[src/rtl/chu_note_seq_core.sv]
// chu_note_seq_core: FPro MMIO slot core that plays queued notes on its own.
// The CPU pushes {focw, duration} notes into a FIFO. The core pops one note at
// a time, drives the DDFS frequency word and fires the ADSR start/gate.
// Optional macro NOTE_SEQ_LOOP_EN: with ctrl bit2 set, each popped note is
// re-pushed to the FIFO tail so the sequence repeats.
// Ports:
//   clk, reset            clock, async active-high reset
//   cs/read/write/addr    slot bus select, strobes, register address
//   wr_data, rd_data      slot write data, read data (combinational on addr)
//   focw_out              frequency control word to DDFS focw_ext
//   env_start             one-cycle ADSR start pulse
//   gate                  high while a note sounds
//   busy                  high when the sequencer is not idle
module chu_note_seq_core #(
  parameter int unsigned FIFO_DEPTH_BIT = 4,
  parameter int unsigned TICK_DIV       = 100000
) (
  input  logic        clk,
  input  logic        reset,
  input  logic        cs,
  input  logic        read,
  input  logic        write,
  input  logic [4:0]  addr,
  input  logic [31:0] wr_data,
  output logic [31:0] rd_data,
  output logic [25:0] focw_out,
  output logic        env_start,
  output logic        gate,
  output logic        busy
);
  localparam int unsigned DEPTH   = 1 << FIFO_DEPTH_BIT;
  localparam int unsigned CNT_W   = FIFO_DEPTH_BIT + 1;
  localparam int unsigned FOCW_W  = 26;
  localparam int unsigned DUR_W   = 16;
  localparam int unsigned ENTRY_W = FOCW_W + DUR_W;
  localparam int unsigned DIV_W   = (TICK_DIV > 1) ? $clog2(TICK_DIV) : 1;

  typedef enum logic [1:0] {IDLE = 2'd0, LOAD = 2'd1, PLAY = 2'd2, GAP = 2'd3} state_t;

  state_t                      state_q, state_d;
  logic [FIFO_DEPTH_BIT-1:0]   wr_ptr_q, wr_ptr_d, rd_ptr_q, rd_ptr_d;
  logic [CNT_W-1:0]            count_q, count_d;
  logic [ENTRY_W-1:0]          mem_q [DEPTH];
  logic [ENTRY_W-1:0]          mem_wdata, head;
  logic                        mem_we;
  logic [DUR_W-1:0]            dur_stage_q, dur_stage_d, gap_q, gap_d;
  logic [DUR_W-1:0]            dur_cur_q, dur_cur_d, tcnt_q, tcnt_d, tgt;
  logic [DIV_W-1:0]            div_q, div_d;
  logic [FOCW_W-1:0]           focw_q, focw_d;
  logic [31:0]                 played_q, played_d;
  logic run_q, run_d, ovf_q, ovf_d, gate_q, gate_d, env_q, env_d, busy_q, busy_d;
  logic loop_q;
  logic wr_sel, push_req, flush, ovf_clr, pop, repush, empty, full, tick, last_tick;
  logic unused_c;

`ifdef NOTE_SEQ_LOOP_EN
  logic loop_d;
  always_comb begin
    loop_d = loop_q;
    if (wr_sel && addr == 5'd4) loop_d = wr_data[2];
  end
  always_ff @(posedge clk or posedge reset) begin
    if (reset) loop_q <= 1'b0;
    else       loop_q <= loop_d;
  end
`else
  assign loop_q = 1'b0;
`endif

  assign unused_c = &{1'b0, read, wr_data[31:26]};
  assign empty    = (count_q == '0);
  assign full     = (count_q == CNT_W'(DEPTH));
  assign head     = mem_q[rd_ptr_q];

  // Bus register writes and strobes
  always_comb begin
    run_d       = run_q;
    dur_stage_d = dur_stage_q;
    gap_d       = gap_q;
    wr_sel      = cs & write;
    push_req    = wr_sel && (addr == 5'd3);
    flush       = wr_sel && (addr == 5'd4) && wr_data[1];
    ovf_clr     = wr_sel && (addr == 5'd4) && wr_data[3];
    if (wr_sel) begin
      case (addr)
        5'd2:    dur_stage_d = wr_data[15:0];
        5'd4:    run_d       = wr_data[0];
        5'd5:    gap_d       = wr_data[15:0];
        default: ;
      endcase
    end
  end

  // FIFO pointers/count; a loop re-push owns the write port in LOAD, so a
  // CPU push landing in that same cycle is dropped and flagged as overflow.
  always_comb begin
    wr_ptr_d  = wr_ptr_q;
    rd_ptr_d  = rd_ptr_q;
    count_d   = count_q;
    ovf_d     = ovf_q;
    mem_we    = 1'b0;
    mem_wdata = {wr_data[25:0], dur_stage_q};
    repush    = pop & loop_q;
    if (ovf_clr) ovf_d = 1'b0;
    if (push_req && (repush || (full && !pop))) ovf_d = 1'b1;
    if (flush) begin
      wr_ptr_d = '0;
      rd_ptr_d = '0;
      count_d  = '0;
    end else begin
      if (repush) begin
        mem_we    = 1'b1;
        mem_wdata = head;
      end else if (push_req && (!full || pop)) begin
        mem_we = 1'b1;
      end
      if (mem_we) wr_ptr_d = wr_ptr_q + FIFO_DEPTH_BIT'(1);
      if (pop)    rd_ptr_d = rd_ptr_q + FIFO_DEPTH_BIT'(1);
      count_d = count_q + CNT_W'(mem_we) - CNT_W'(pop);
    end
  end

  // Sequencer next state and registered outputs
  always_comb begin
    state_d   = state_q;
    focw_d    = focw_q;
    gate_d    = gate_q;
    env_d     = 1'b0;
    played_d  = played_q;
    dur_cur_d = dur_cur_q;
    div_d     = div_q;
    tcnt_d    = tcnt_q;
    pop       = 1'b0;
    tick      = (div_q == DIV_W'(TICK_DIV - 1));
    tgt       = (state_q == GAP) ? gap_q : ((dur_cur_q == '0) ? DUR_W'(1) : dur_cur_q);
    last_tick = tick && ((17'(tcnt_q) + 17'd1) >= 17'(tgt));
    case (state_q)
      IDLE: begin
        gate_d = 1'b0;
        if (run_q && !empty) state_d = LOAD;
      end
      LOAD: begin
        // Flush can empty the FIFO on the edge we enter LOAD
        if (!run_q || empty) begin
          state_d = IDLE;
          gate_d  = 1'b0;
        end else begin
          pop       = 1'b1;
          focw_d    = head[ENTRY_W-1:DUR_W];
          dur_cur_d = head[DUR_W-1:0];
          gate_d    = 1'b1;
          env_d     = 1'b1;
          played_d  = played_q + 32'd1;
          div_d     = '0;
          tcnt_d    = '0;
          state_d   = PLAY;
        end
      end
      PLAY, GAP: begin
        if (!run_q) begin
          state_d = IDLE;
          gate_d  = 1'b0;
          div_d   = '0;
          tcnt_d  = '0;
        end else begin
          div_d = tick ? '0 : div_q + DIV_W'(1);
          if (last_tick) begin
            tcnt_d = '0;
            gate_d = 1'b0;
            if (state_q == PLAY && gap_q != '0) state_d = GAP;
            else if (!empty)                    state_d = LOAD;
            else                                state_d = IDLE;
          end else if (tick) begin
            tcnt_d = tcnt_q + DUR_W'(1);
          end
        end
      end
      default: state_d = IDLE;
    endcase
    busy_d = (state_d != IDLE);
  end

  always_ff @(posedge clk) begin
    if (mem_we) mem_q[wr_ptr_q] <= mem_wdata;
  end

  always_ff @(posedge clk or posedge reset) begin
    if (reset) begin
      state_q     <= IDLE;
      wr_ptr_q    <= '0;
      rd_ptr_q    <= '0;
      count_q     <= '0;
      dur_stage_q <= '0;
      gap_q       <= '0;
      dur_cur_q   <= '0;
      tcnt_q      <= '0;
      div_q       <= '0;
      focw_q      <= '0;
      played_q    <= '0;
      run_q       <= 1'b0;
      ovf_q       <= 1'b0;
      gate_q      <= 1'b0;
      env_q       <= 1'b0;
      busy_q      <= 1'b0;
    end else begin
      state_q     <= state_d;
      wr_ptr_q    <= wr_ptr_d;
      rd_ptr_q    <= rd_ptr_d;
      count_q     <= count_d;
      dur_stage_q <= dur_stage_d;
      gap_q       <= gap_d;
      dur_cur_q   <= dur_cur_d;
      tcnt_q      <= tcnt_d;
      div_q       <= div_d;
      focw_q      <= focw_d;
      played_q    <= played_d;
      run_q       <= run_d;
      ovf_q       <= ovf_d;
      gate_q      <= gate_d;
      env_q       <= env_d;
      busy_q      <= busy_d;
    end
  end

  // Register read mux
  always_comb begin
    case (addr)
      5'd0:    rd_data = {16'b0, ovf_q, full, empty, 5'(count_q), 3'b0, state_q, run_q, gate_q, busy_q};
      5'd1:    rd_data = played_q;
      5'd4:    rd_data = {29'b0, loop_q, 1'b0, run_q};
      default: rd_data = '0;
    endcase
  end

  assign focw_out  = focw_q;
  assign env_start = env_q;
  assign gate      = gate_q;
  assign busy      = busy_q;
endmodule
[config.mk]
export PLATFORM = sky130hd
export DESIGN_NAME = chu_note_seq_core
export DESIGN_NICKNAME = d
export VERILOG_FILES = /design/src/rtl/chu_note_seq_core.sv
export SDC_FILE = /design/constraint.sdc
export NUM_CORES = 1
export LEC_CHECK = 0
export BUFFER_PORTS_ARGS = -buffer_cell sky130_fd_sc_hd__buf_4
export CAP_MARGIN = 10
export CORE_ASPECT_RATIO = 0.5
export CORE_UTILIZATION = 60
export CTS_CLUSTER_DIAMETER = 30
export DETAILED_ROUTE_END_ITERATION = 12
export GPL_ROUTABILITY_DRIVEN = 0
export MAX_ROUTING_LAYER = met4
export PLACE_DENSITY = 0.77
export SYNTH_ARGS = -nofsm -noshare
export SYNTH_HDL_FRONTEND = slang
export SYNTH_SLANG_ARGS = --single-unit
[constraint.sdc]
create_clock -name clk -period 8.76 [get_ports clk]
set_input_delay 1.752 -clock clk [delete_from_list [all_inputs] [get_ports clk]]
set_output_delay 1.752 -clock clk [all_outputs]
set_load 0.1 [all_outputs]
# After elaboration in Yosys (flattened, before gate mapping)
# Memories as Yosys holds them, arrays and structs flattened. A register that Yosys moved wholly into a read port is not among the register bits.
# Index checks and enable logic that the tools add are counted.
[classes] addsub=8 n_eq_ne=13 n_reduce_logical=33 magnitude_cmp=1 n_mux=36 bitwise=2
[op_table] operator="2-to-1 mux 16 bit" n=6
[op_table] operator="one-hot mux 32 bit (3 select lines)" n=1
[op_table] operator="2-to-1 mux 17 bit" n=3
[op_table] operator="one-hot mux 17 bit (2 select lines)" n=1
[op_table] operator="adder 32 x 1 -> 32 bit (second input constant)" n=1
[op_table] operator="one-hot mux 16 bit (2 select lines)" n=1
[op_table] operator="adder 16 x 1 -> 17 bit (second input constant)" n=1
[op_table] operator="adder 17 x 1 -> 17 bit (second input constant)" n=1
[op_table] operator="== test 17 bit (second input constant)" n=1
[op_table] operator=">= comparator 17 x 16 -> 1 bit" n=1
[op_table] operator="adder 16 x 1 -> 16 bit (second input constant)" n=1
[op_table] operator="zero test 16 bit" n=1
[op_table] operator="2-to-1 mux 4 bit" n=4
[op_table] operator="nonzero test 16 bit" n=1
[op_table] operator="2-to-1 mux 1 bit" n=12
[op_table] operator="== test 5 x 2 -> 1 bit (second input constant)" n=2
[op_table] operator="== test 5 x 3 -> 1 bit (second input constant)" n=2
[op_table] operator="logical AND 1 bit" n=10
[op_table] operator="zero test 5 bit" n=2
[op_table] operator="2-to-1 mux 2 bit" n=5
[op_table] operator="AND reduction 2 bit" n=5
[op_table] operator="nonzero test 2 bit" n=5
[op_table] operator="adder 4 x 1 -> 4 bit (second input constant)" n=2
[op_table] operator="one-hot mux 2 bit (3 select lines)" n=1
[op_table] operator="other kinds (18)" n=23
[totals] ramBits=672 regBits=117 output_inout_bits=61 memories=1
[memory_table] memory="mem_q" words=16 word_bits=42 read_ports=1 rd_ports_with_merged_regs=1 wr=1 line_no="43" source="logic [ENTRY_W-1:0] mem_q [DEPTH];"

# Longest topological paths before layout
# Gate-level depths: netlist (run 1).
[logic_depth] depth_word=11 mapped_depth=17 ltp_nobuf=15

# Worst setup path before layout (run 1)
# No wires, ideal clock.
[synth_path] kind="input-to-reg" start="input addr[0]" end="memory mem_q[1][0] in the netlist's numbering, enable pin" t_arrival_ps=6574 setup_time_ps=546 cell_stages=6 path_buffers=1 slack_ps=1640 required_ps=8214 cell_sequence="clkbuf_1 nand3_1 nand2b_1 a21oi_4 inv_2 nor4_1"
[synth_between] elab_chain_cells=8
[synth_rtl] item="from (decl)" line_no="23" source="input logic [4:0] addr,"
[synth_rtl] item="== test 5 x 2 -> 1 bit" line_no="81" source="push_req = wr_sel && (addr == 5'd3);"
[synth_rtl] item="logical AND 1 bit" line_no="81"
[synth_rtl] item="logical AND 1 bit" line_no="114" source="end else if (push_req && (!full || pop)) begin"
[synth_rtl] item="2-to-1 mux 1 bit" line_no="114"
[synth_rtl] item="2-to-1 mux 1 bit" line_no="106" source="if (flush) begin"
[synth_rtl] item="2-to-1 mux 1 bit *" line_no="106"
[synth_rtl] item="2-to-1 mux 1 bit *" line_no="184" source="if (mem_we) mem_q[wr_ptr_q] <= mem_wdata;"
[synth_rtl] item="2-to-1 mux 1 bit (implied by the code) *" line_no="184"
[synth_rtl] item="to (decl)" line_no="43"
# Every way passes the cells marked *; elsewhere a longest branch is shown, timed or not. The select of a mux whose other input is x is not followed.

# Final worst setup path (run 1)
[layout_path] start="input addr[1]" end="output rd_data[0]"
[layout_between] elab_chain_cells=2
[layout_rtl] item="== test 5 x 3 -> 1 bit (tied with other cells)" line_no="227" source="case (addr)"
[layout_rtl] item="one-hot mux 32 bit (3 select lines) *" line_no="227"
[layout_rtl] item="to (decl)" line_no="25" source="output logic [31:0] rd_data,"
# Every way passes the cells marked *; elsewhere a longest branch is shown, timed or not.

==> results of run 1 <==
## routing by layer
| metal | share of wire | global-route usage | up-vias |
|---|---|---|---|
| met4 | 0.027 | 0.0915 | 0 |
| met5 | 0 | - | - |
| met3 | 0.10 | 0.0713 | 149 |
| li1 | - | - | 7290 |
| met2 | 0.48 | 0.445 | 1077 |
| met1 | 0.39 | 0.399 | 9190 |
## logic make-up (layout without fill, tap and decap cells)
| kind of cell | Yosys count | count (layout) |
|---|---|---|
| flops | 831 | 831 |
| simple gates | 400 | 400 |
| mux | 271 | 271 |
| buf+inv | 100 | 323 |
| compound gates | 78 | 78 |
| xor+xnor | 56 | 56 |
| fa+ha+maj | 31 | 31 |
## final cells by class
cell class	instances	area (um^2)
multi-input cells	836	8750
well taps	744	931
flip-flops and latches	831	24200
inverters	18	76.3
repair buffers	125	967
clock buffers	107	2470
clock inverters	73	783
fillers	3179	16100
## state kept, by name (all words and copies together) (netlist names)
name and cells:
dur_cur_q 16, mem_q 672, focw_out 26, ovf_q 1
tcnt_q 16, wr_ptr_q 4, state_q 2, run_q 1
played_q 32, rd_ptr_q 4, gate 1, count_q 5
env_start 1, dur_stage_q 16, div_q 17, busy 1
gap_q 16
## cell usage after synthesis (5+ instances only)
cell type / count
xnor2_1: 40
mux2i_1: 27
xor2_1: 16
nand4_1: 21
and2_1: 36
mux4_2: 210
and4_1: 6
dfrtp_1: 159
nor2b_1: 8
buf_2: 17
or2_2: 5
a22o_1: 9
buf_1: 15
ha_1: 30
nand3_1: 26
clkbuf_1: 36
nor2_1: 53
inv_1: 16
edfxtp_1: 672
nor3_1: 8
nand2_1: 196
o21ai_0: 34
a21oi_1: 13
mux2_2: 34
and3_1: 9
nor4_1: 13
buf_6: 13
## worst max-delay path by stage
stage,cells after the start,end,start
after global routing,6,rd_data[0],addr[1]
after detailed placement,6,rd_data[0],addr[1]
final,6,rd_data[0],addr[1]
after global placement,6,rd_data[0],addr[1]
after CTS,6,rd_data[0],addr[1]
after floorplan,6,mem_q[1][0]$_DFFE_PP_,addr[0]
## worst reg2reg max path: stages (launching register included)
cell     delay (ns)
dfrtp_1        0.56
nand2_1        0.64
mux2i_1        0.62
ha_1           0.33
a21o_1         0.18
a21oi_1        0.18
nor3b_1        0.18
and4_1         0.67
and3_1         0.26
a221o_1        0.12
## report_power, final
group	switching [mW]	total, mW	leakage (nW)	internal (mW)
registers	0.237	4.65	8.23	4.41
clock network	1.75	4.10	1.58	2.35
logic	1.13	2.24	3.97	1.11
## per-stage QoR
stage | instances | cell area, um^2
3_3_place_gp | 2553 | 34900
2_1_floorplan | 1767 | 33300
4_1_cts | 2733 | 38100
5_1_grt | 2734 | 38200
6_report | 2734 | 38200
3_5_place_dp | 2553 | 34900
==> impl_metrics.tcl, run 1 <==
set metrics [dict create \
    worstPathMaxFanout 20 \
    min_to "focw_out[20]$_DFFE_PP0P_" \
    status "complete, no violations" \
    synth_top_area_cell "edfxtp_1" \
    initial_utilization 0.614 \
    synthDistinctLibCells 55 \
    track_usage 0.293 \
    ctsResizeCount 0 \
    holdWs_ns 0.482 \
    fmax_mhz 178 \
    cp_cell_sequence "buf_4 -> nor3_1 -> nand2b_1 -> nor2_1 -> a22o_1 -> buf_4" \
    ir_worst_vdd_mv 0.250 \
    root_buffer "clkbuf_16" \
    placement.io_buffers 95 \
    drtPass1Iterations 5 \
    post_cts_buffers 0 \
    crit_path_max_incr_delay_ns 0.79 \
    yosysTopAreaCellShare 0.605 \
    cpMaxStageDelayCell "nor2_1" \
    num_rows 60 \
    worst_slack_ns 3.14 \
    critPathKind "in2out" \
    cp_top_family "simple AND/OR/NAND/NOR gates" \
    numCtsBuffers 96 \
    worstReg2RegStart "state_q[1]$_DFF_PP0_" \
    antenna_found_initial 1 \
    crit_path_frequent_cell "buf_4" \
    required_ns 7.01 \
    die_x_um 335 \
    finalPower_mw 11.0 \
    period_needed_ns 5.62 \
    holdPathStages 2 \
    synth_area_leaders "edfxtp_1 (61%), mux4_2 (14%), dfrtp_1 (12%)" \
    clock_skew_ns 0.0283 \
    ys_seq_elements 831 \
    hold_viol 0 \
    r2r_slack_ns 4.97 \
    area_delta_synth_final_pct 14.4 \
    post-place-ws_ns 3.13 \
    rr_worst_depth 9 \
    final_core_util 0.703 \
    crit_buf_inv 2 \
    tns_ns 0 \
    min_from "focw_out[20]$_DFFE_PP0P_" \
    antenna_cells 0 \
    rsz0062_at_grt "no" \
    final_cell_mix "edfxtp_1 (672), mux4_2 (210), nand2_1 (196)" \
    synth_edf_count 672 \
    ys.flop_type "edfxtp_1" \
    final_common_cell "edfxtp_1" \
    layout.nets 1981 \
    wl_per_cell_um 28.4 \
    synthCells 1767 \
    clock_path_buffers 3 \
    yosys_warnings 0 \
    fp.dieH_um 169 \
    ios 103 \
    vias 17706 \
    grt_pass1_vias 18108 \
    muxShareOfSynthArea 0.161 \
    grt_start_max_net_pins 121 \
    end_kind "output pin" \
    grt_pass1_wl_um 116000 \
    setup_violations 0 \
    power_density_nw_per_um2 288 \
    ant_nets 0 \
    grt.overflow.total 0 \
    routed_wl_um 77500 \
    rr_endpoint "tcnt_q[11]$_DFFE_PP0P_" \
    cts.sinks 831 \
    synth-async-reset-ratio 0.191 \
    relSlewSlack 0.288 \
    clk_latency_ns 0.66 \
    ys_seq_area_frac 0.725 \
    drc 0 \
    clk_pin_slew_ns 0.07 \
    synth_top_family_by_area "multiplexers" \
    viasPerCell 6.48 \
    startpoint_type "input port" \
    finalCritPeriodShare 0.642 \
    die-area_um2 56600 \
    synth_xor_area_frac 0.0147 \
    syn_nets 1840 \
    avgSynthCellArea_um2 18.9 \
    min_path_type "reg2reg" \
    synthAdderAreaFrac 0.0119 \
    hold_buffers 0 \
    report.final.slew_viol_count 0 \
    cts_tree "done" \
    maxCapViolCount 0 \
    drive_gt1_frac 0.286 \
    p_leak_nw 13.8 \
    design.core.area_um2 54300 \
    h-tree-depth 3 \
    synth.cell_area_um2 33300 \
    dpl.hpwl_um 36900 \
    synth_compound_area_frac 0.0148 \
    synth-simple-area-share 0.0576 \
    critPathArrivalTime_ns 3.87 \
    worst_slew_pin_slew_ns 1.06 \
    initialDrtViolationCount 2038 \
]
No activity file was read; power rests on OpenSTA's default activity.
==> inputs of run 2 (changes only) <==
clock period = 5.29 ns   (was 8.76 ns; I/O delays follow)
==> impl_metrics.tcl, run 2 (same netlist as run 1, synthesis figures left out) <==
set metrics [dict create \
    worstReg2RegStart "count_q[2]$_DFF_PP0_" \
    antenna_found_initial 3 \
    required_ns 4.23 \
    wl_met1_um 30300 \
    rr_endpoint "mem_q[8][21]$_DFFE_PP_" \
    cts.sinks 831 \
    tns_ns 0 \
    num_rows 60 \
    period_needed_ns 4.27 \
    final_core_util 0.711 \
    hold_viol 0 \
    clock_skew_ns 0.0343 \
    wl_per_cell_um 28.7 \
    power_density_nw_per_um2 487 \
    finalCritPeriodShare 0.806 \
    area_delta_synth_final_pct 15.8 \
    ios 103 \
    numCtsBuffers 100 \
    routed_wl_um 79000 \
    h-tree-depth 3 \
    rr_worst_depth 9 \
    dr_wl_met3_um 8280 \
    multi_input_area_um2 8750 \
    worst_slack_ns 1.02 \
    critPathKind "in2out" \
    post_cts_buffers 0 \
    wl_met2_um 38000 \
    worstPathMaxFanout 20 \
    dpl.hpwl_um 39500 \
    report.final.slew_viol_count 0 \
    critPathArrivalTime_ns 3.21 \
    design.core.area_um2 54300 \
    vias 17847 \
    fp.dieH_um 169 \
    grt_pass1_vias 17794 \
    initialDrtViolationCount 2348 \
    maxCapViolCount 0 \
    track_usage 0.298 \
    ir_worst_vdd_mv 0.274 \
    seq_area_um2 24200 \
    drive_gt1_frac 0.298 \
    setup_violations 0 \
    startpoint_type "input port" \
    drtPass1Iterations 7 \
    status "complete, no violations" \
    grt_pass1_wl_um 117000 \
    post-place-ws_ns 0.993 \
    nFillCells 3084 \
    fmax_mhz 234 \
    ctsResizeCount 0 \
    die-area_um2 56600 \
    clk_latency_ns 0.65 \
    highest_layer "met4" \
    largest_reg_flops 672 \
    clock_path_buffers 3 \
    rsz0062_at_grt "no" \
    ant_nets 0 \
    r2r_slack_ns 1.48 \
    fin_cells 2755 \
    placement.io_buffers 95 \
    relSlewSlack 0.146 \
    grt_start_max_net_pins 143 \
    grt.overflow.total 0 \
    die_x_um 335 \
    top_register "mem_q" \
    min_path_type "in2async" \
    end_kind "output pin" \
    finalPower_mw 18.8 \
    final_common_cell "edfxtp_1" \
    viasPerCell 6.48 \
    layout.nets 1994 \
    clk_pin_slew_ns 0.06 \
    drc 0 \
    root_buffer "clkbuf_16" \
    cts_tree "done" \
    hold_buffers 0 \
    dp_cells 2563 \
    initial_utilization 0.614 \
    p_leak_nw 14.0 \
    final_cell_mix "edfxtp_1 (672), mux4_2 (210), nand2_1 (196)" \
    worst_slew_pin_slew_ns 1.27 \
]
==> run 2: per-stage QoR <==
stage	cell area (um^2)	hold slack, ns
finish	38600	0.460
global route	38600	0.482
CTS	38600	0.465
detailed placement	35000	0.458
global placement	35000	0.455
floorplan	33300	0.438
==> run 2: worst max-delay path by stage <==
stage / start / end / slack [ns] / cells after the start
after floorplan: addr[0] / mem_q[1][0]$_DFFE_PP_ / -1.14 / 6
after global placement: addr[1] / rd_data[0] / 1.13 / 6
after detailed placement: addr[1] / rd_data[0] / 0.99 / 6
after CTS: addr[1] / rd_data[0] / 0.98 / 6
after global routing: addr[1] / rd_data[0] / 0.75 / 6
final: addr[1] / rd_data[0] / 1.02 / 6
==> run 2: where the power goes <==
| group | internal [mW] | switching [mW] | total [mW] |
|---|---|---|---|
| logic | 1.85 | 1.83 | 3.69 |
| registers | 7.30 | 0.512 | 7.81 |
| clock network | 4.29 | 3.02 | 7.31 |
==> run 2: worst max-delay path: stages <==
cell and delay (ns):
buf_4 0.11, nor3_1 0.30, nand2b_1 0.37, nor2_1 0.82
a22o_1 0.27, buf_4 0.28
==> run 2: per-layer routing <==
| metal | track usage | vias up |
|---|---|---|
| met4 | 0.0883 | 0 |
| met2 | 0.460 | 1132 |
| met3 | 0.0575 | 180 |
| li1 | - | 7344 |
| met1 | 0.410 | 9191 |
| met5 | - | - |
==> run 2: layout make-up <==
class | instances | share of cell area
timing repair buffer | 134 | 0.0283
antenna | 2 | 0.000130
clock inverter | 83 | 0.0268
sequential | 831 | 0.626
clock buffer | 107 | 0.0663
tap | 744 | 0.0241
multi-input combinational | 836 | 0.227
inverter | 18 | 0.00188
